`src/rtl/inst_rom_arbiter.sv`:
```
//------------------------------------------------------------------------------
// inst_rom_arbiter: round-robin share of the instruction ROM port between IF and DBG.
// Revision: 1.0
//------------------------------------------------------------------------------
`default_nettype none

module inst_rom_arbiter #(
   parameter int ADDR_W     = 32,
   parameter int DATA_W     = 64,
   parameter int ALIGN_BITS = 3
) (
   input  logic              clk,
   input  logic              rst,
   input  logic              if_req,
   input  logic [ADDR_W-1:0] if_addr,
   input  logic              if_flush,
   output logic              if_gnt,
   output logic              if_rvalid,
   output logic [DATA_W-1:0] if_rdata,
   output logic              if_err,
   input  logic              dbg_req,
   input  logic [ADDR_W-1:0] dbg_addr,
   output logic              dbg_gnt,
   output logic              dbg_rvalid,
   output logic [DATA_W-1:0] dbg_rdata,
   output logic              dbg_err,
   output logic              rom_ce,
   output logic [ADDR_W-1:0] rom_addr,
   input  logic [DATA_W-1:0] rom_inst
);

   logic              w_if_elig;
   logic              w_dbg_elig;
   logic              w_if_gnt;
   logic              w_dbg_gnt;
   logic              w_any_gnt;
   logic [ADDR_W-1:0] w_sel_addr;
   logic              w_misaligned;
   logic              w_rom_ce;
   logic [DATA_W-1:0] w_rsp_data;

   logic              r_last_dbg;
   logic              r_if_rvalid;
   logic              r_if_err;
   logic [DATA_W-1:0] r_if_rdata;
   logic              r_dbg_rvalid;
   logic              r_dbg_err;
   logic [DATA_W-1:0] r_dbg_rdata;

   assign w_if_elig  = if_req & ~if_flush;
   assign w_dbg_elig = dbg_req;

   // Under contention the requester that did not win last time is granted.
   assign w_if_gnt  = w_if_elig  & (~w_dbg_elig | r_last_dbg);
   assign w_dbg_gnt = w_dbg_elig & (~w_if_elig  | ~r_last_dbg);
   assign w_any_gnt = w_if_gnt | w_dbg_gnt;

   assign w_sel_addr = w_if_gnt ? if_addr : dbg_addr;

   generate
      if (ALIGN_BITS > 0) begin : g_align_chk
         assign w_misaligned = |w_sel_addr[ALIGN_BITS-1:0];
      end else begin : g_no_align_chk
         assign w_misaligned = 1'b0;
      end
   endgenerate

   assign w_rom_ce   = rst & w_any_gnt & ~w_misaligned;
   assign w_rsp_data = w_misaligned ? '0 : rom_inst;

   assign if_gnt   = w_if_gnt;
   assign dbg_gnt  = w_dbg_gnt;
   assign rom_ce   = w_rom_ce;
   assign rom_addr = w_rom_ce ? w_sel_addr : '0;

   always_ff @(posedge clk or negedge rst) begin
      if (!rst) begin
         r_last_dbg   <= 1'b1;
         r_if_rvalid  <= 1'b0;
         r_if_err     <= 1'b0;
         r_if_rdata   <= '0;
         r_dbg_rvalid <= 1'b0;
         r_dbg_err    <= 1'b0;
         r_dbg_rdata  <= '0;
      end else begin
         if (w_any_gnt) begin
            r_last_dbg <= w_dbg_gnt;
         end
         r_if_rvalid  <= w_if_gnt;
         r_if_err     <= w_if_gnt & w_misaligned;
         r_dbg_rvalid <= w_dbg_gnt;
         r_dbg_err    <= w_dbg_gnt & w_misaligned;
         if (w_if_gnt) begin
            r_if_rdata <= w_rsp_data;
         end
         if (w_dbg_gnt) begin
            r_dbg_rdata <= w_rsp_data;
         end
      end
   end

   // A flush in the response cycle discards the pending fetch response.
   assign if_rvalid  = r_if_rvalid & ~if_flush;
   assign if_err     = r_if_err & ~if_flush;
   assign if_rdata   = r_if_rdata;
   assign dbg_rvalid = r_dbg_rvalid;
   assign dbg_err    = r_dbg_err;
   assign dbg_rdata  = r_dbg_rdata;

endmodule

`default_nettype wire

```
`config.mk`:
```
export PLATFORM = sky130hd
export DESIGN_NAME = inst_rom_arbiter
export DESIGN_NICKNAME = d
export VERILOG_FILES = /design/src/rtl/inst_rom_arbiter.sv
export SDC_FILE = /design/constraint.sdc
export NUM_CORES = 1
export LEC_CHECK = 0
export BUFFER_PORTS_ARGS = -buffer_cell sky130_fd_sc_hd__buf_2
export CAP_MARGIN = 5
export CORE_ASPECT_RATIO = 0.9
export CORE_MARGIN = 2
export CORE_UTILIZATION = 46
export DETAILED_ROUTE_END_ITERATION = 8
export PLACE_DENSITY = 0.93
export RECOVER_POWER = 25
export REMOVE_ABC_BUFFERS = 1
export SYNTH_ARGS = -nofsm -noshare
export SYNTH_HDL_FRONTEND = slang
export SYNTH_SLANG_ARGS = --single-unit
```
`constraint.sdc`:
```
create_clock -name clk -period 1.82 [get_ports clk]
set_input_delay 0.364 -clock clk [delete_from_list [all_inputs] [get_ports clk]]
set_output_delay 0.364 -clock clk [all_outputs]
set_load 0.1 [all_outputs]
```
==> metrics.md <==
| Metric | Value |
|---|---|
| Fraction of the cycle the final worst path needs | 125.8% |
| Gr usage total | 29.59% |
| Largest net degree at the start of global routing | 134 |
| Final setup fails | 32 |
| Final wirelength | 20,820 um |
| Core Region | 0.01269 mm^2 |
| Minimum clock period | 2289 ps |
| Hold violation count in the final report | 0 |
| ANT nets after route | 0 |
| Max Cap Violations | 0 |
| Critical path type | reg -> out |
| Nets | 985 |
| Initial Utilization | 47.02% |
| Most common cell on crit path | buf_12 |
| DRC violations left | 0 |
| Synth area leader | dfrtp_1 |
| Area occupied by multi-input gates | 0.002266 mm^2 |
| Static leakage | 0.004724 uW |
| Die area | 0.01390 mm^2 |
| Sequential standard cell area | 0.003329 mm^2 |
| Worst Hold Class | in -> reg |
| CTS tree | done |
| CP endpoint | rom_addr[14] |
| Cells after Synth | 552 |
| Worst skew pair latency | 410 ps |
| Layout area overhead | 52.39% |
| Type of origin of the critical path | flop |
| Post-synthesis sequential area ratio | 55.81% |
| Max Clk Rate | 0.4369 GHz |
| Post-DP HPWL | 13,570 um |
| Worst r2r dst | if_rdata[0]$_DFFE_PN0N_ |
| Clock Skew | 9.838 ps |
| Max VDD drop | 0.0006298 V |
| Total gr overflow | 0 |
| Buf+Inv Stages, Crit Path | 3 |
| Filler Cells Inserted | 836 |
| Violated checks | negative setup slack |
| CTS Buf Count | 17 |
| Met2 Usage GRT | 48.12% |
| Worst reg2reg startpoint | r_last_dbg$_DFFE_PN1P_ |
| First-iteration detailed-routing DRC count | 383 |
| Ys Warns | 0 |
| Yosys reg bits | 133 |
| Mean Syn Cell Area | 10.81 um^2 |
| First-pass GRT wire length | 30,960 um |
| Final Max Tran Viols | 0 |
| Routed wire length per instance | 20.23 um |
| Clock transition at path regs | 60 ps |
| Most used routing layer | met2 |
| Max Fanout on Critical Path | 30 |
| CTS Sinks | 133 |
| Post-place setup slack | -85.15 ps |
| Worst-path cell chain | buf_4 > nor2b_2 > buf_12 > o211ai_1 > a21oi_2 > buf_12 |
| Share of layout cells above drive strength 1 | 46.41% |
| Top cell type's share of synthesized area | 55.37% |
| Slew headroom | 19.98% |
| IO Port Bufs | 296 |
| Power density over cell area | 958.3 mW/mm^2 |
| Slowest CP cell | dfstp_2 |
| Crit-path leading delay family | buffers and inverters |
| # IOs | 300 |
| Ranking of synthesized cells by area | dfrtp_1 55%, mux2i_1 11%, a22o_1 9.4%, inv_1 4.2%, nand2_1 4.1% |
| CTS max path bufs | 2 |
| CP endpoint kind | output port |
| Via density | 5.496 |
| Root Driver | clkbuf_16 |
| Area of the mapped netlist | 0.005966 mm^2 |
| Slew @ Worst Pin | 1200 ps |
| Initial antenna violation count | 1 |
| Reg2Reg Setup Slack | 50 ps |
| Final GP Congestion | 0.8570 |
| Worst Path Arrival | 1930 ps |
| Setup slack after layout | -469.1 ps |
| Fin util | 71.66% |
| Grt met1 use | 35.17% |
| Slowest Stage Delay on Critical Path | 370 ps |
| Routed vias | 5,655 |
| Netlist cell types | 22 |
| Reg2reg path depth | 7 |
| Status | finished with violations |
| Die Y-Extent | 112.0 um |
| Met3 GRT Util | 9.604% |
| RSZ-0062 raised after global routing | true |
| DRT Pass-1 Iters | 5 |
| CP Data Required Time | 1460 ps |
| H-tree levels | 4 |
| Vias in the first global route | 5,657 |
| Core Rows | 39 |
| Die width | 124.0 um |
| WP depth | 6 |
| Worst Setup SP | r_last_dbg$_DFFE_PN1P_ |
cell usage in the layout (no fill, tap or decap), drive strengths merged, types with 4 or more instances in the layout:
| cell type | count |
|---|---|
| nand4 | 29 |
| nor2 | 4 |
| nor2b | 4 |
| inv | 67 |
| clkinv | 4 |
| mux2i | 64 |
| nand2 | 65 |
| a22o | 64 |
| a21oi | 30 |
| buf | 329 |
| dfrtp | 132 |
| o211ai | 29 |
| clkbuf | 25 |
through the flow:
stage	power (uW)	area [um^2]	setup TNS, ps	hold slack (ps)	instances
floorplan	4823	5685	-472820	68.41	501
global placement	5427	8270	-974.7	482.9	987
detailed placement	5457	8270	-1662	486.0	987
CTS	8726	9050	-11870	118.1	1026
global route	9013	9091	-14760	167.3	1029
finish	8712	9091	-12660	182.7	1029
cells in the mapped netlist:
| master | count |
|---|---|
| buf_4 | 10 |
| a21oi_1 | 30 |
| buf_2 | 17 |
| nand4_1 | 29 |
| dfstp_2 | 1 |
| nand2b_1 | 2 |
| dfrtp_1 | 132 |
| nor2_1 | 4 |
| buf_6 | 4 |
| and3_1 | 1 |
| nor3_2 | 2 |
| o21ai_1 | 1 |
| mux2i_1 | 64 |
| o211ai_1 | 29 |
| nor2b_1 | 4 |
| nand3_1 | 1 |
| conb_1 | 1 |
| o21ai_0 | 2 |
| clkbuf_1 | 22 |
| nand2_1 | 65 |
| a22o_1 | 64 |
| inv_1 | 67 |
metal layers:
layer  wire (um)  part of all wire [%]
met1        7801                    37
met2       10150                    49
met3        1841                   8.8
met4        1020                   4.9
met5           0                     0
repair_timing:
item / 4_1_cts / 5_1_grt
pin swaps: 44 / 23
endpoints found under the setup margin: 32 / 96
hold buffers: 0 / 0
resized for setup: 35 / 6
setup buffers: 6 / 3
cloned: 2 / 1
worst register-to-register path: cells and delay by family (launching register included):
family | cells | cell delay [ps]
DFF | 1 | 540
and+or+nand+nor | 2 | 390
buffers and inverters | 4 | 570
AOI/OAI and AO/OA | 1 | 200
logic make-up (layout without fill, tap and decap cells):
| family | after synthesis | after routing | synth area share, % |
|---|---|---|---|
| AND/OR/NAND/NOR | 108 | 108 | 8.536 |
| buffers and inverters | 120 | 430 | 9.039 |
| flip-flops | 133 | 133 | 55.81 |
| AO/OA/AOI/OAI | 126 | 126 | 15.81 |
| multiplexers | 64 | 64 | 10.74 |
| other | 1 | 4 | 0.06286 |
flip-flops by register name (all words and copies together), names as in the netlist:
name and cells:
dbg_rdata 64, if_rdata 64, dbg_err 1, dbg_rvalid 1, r_if_err 1, r_if_rvalid 1
r_last_dbg 1
worst min path at each step:
stage,slack (ps),cells after the start,start,endpoint
after floorplan,70,0,rst,dbg_err$_DFF_PN0_
after global placement,480,1,if_rdata[47]$_DFFE_PN0N_,if_rdata[47]$_DFFE_PN0N_
after detailed placement,490,1,if_rdata[15]$_DFFE_PN0N_,if_rdata[15]$_DFFE_PN0N_
after CTS,120,2,rst,dbg_rdata[33]$_DFFE_PN0P_
after global routing,170,2,rom_inst[25],if_rdata[25]$_DFFE_PN0N_
final,180,2,rom_inst[59],if_rdata[59]$_DFFE_PN0N_
area by class of cell:
type | count | share of cell area [%]
sequential | 133 | 36.62
timing repair buffer | 332 | 27.28
multi-input combinational | 301 | 24.92
clock buffer | 23 | 5.257
inverter | 67 | 2.794
tap | 164 | 2.257
clock inverter | 8 | 0.8395
antenna | 1 | 0.02753
power by group:
group          switching [uW]  internal [uW]  total [uW]
Combinational            1780            528        2310
Clock                    1230           1970        3210
Sequential               85.6           3110        3200
No activity file was read; power rests on OpenSTA's default activity.
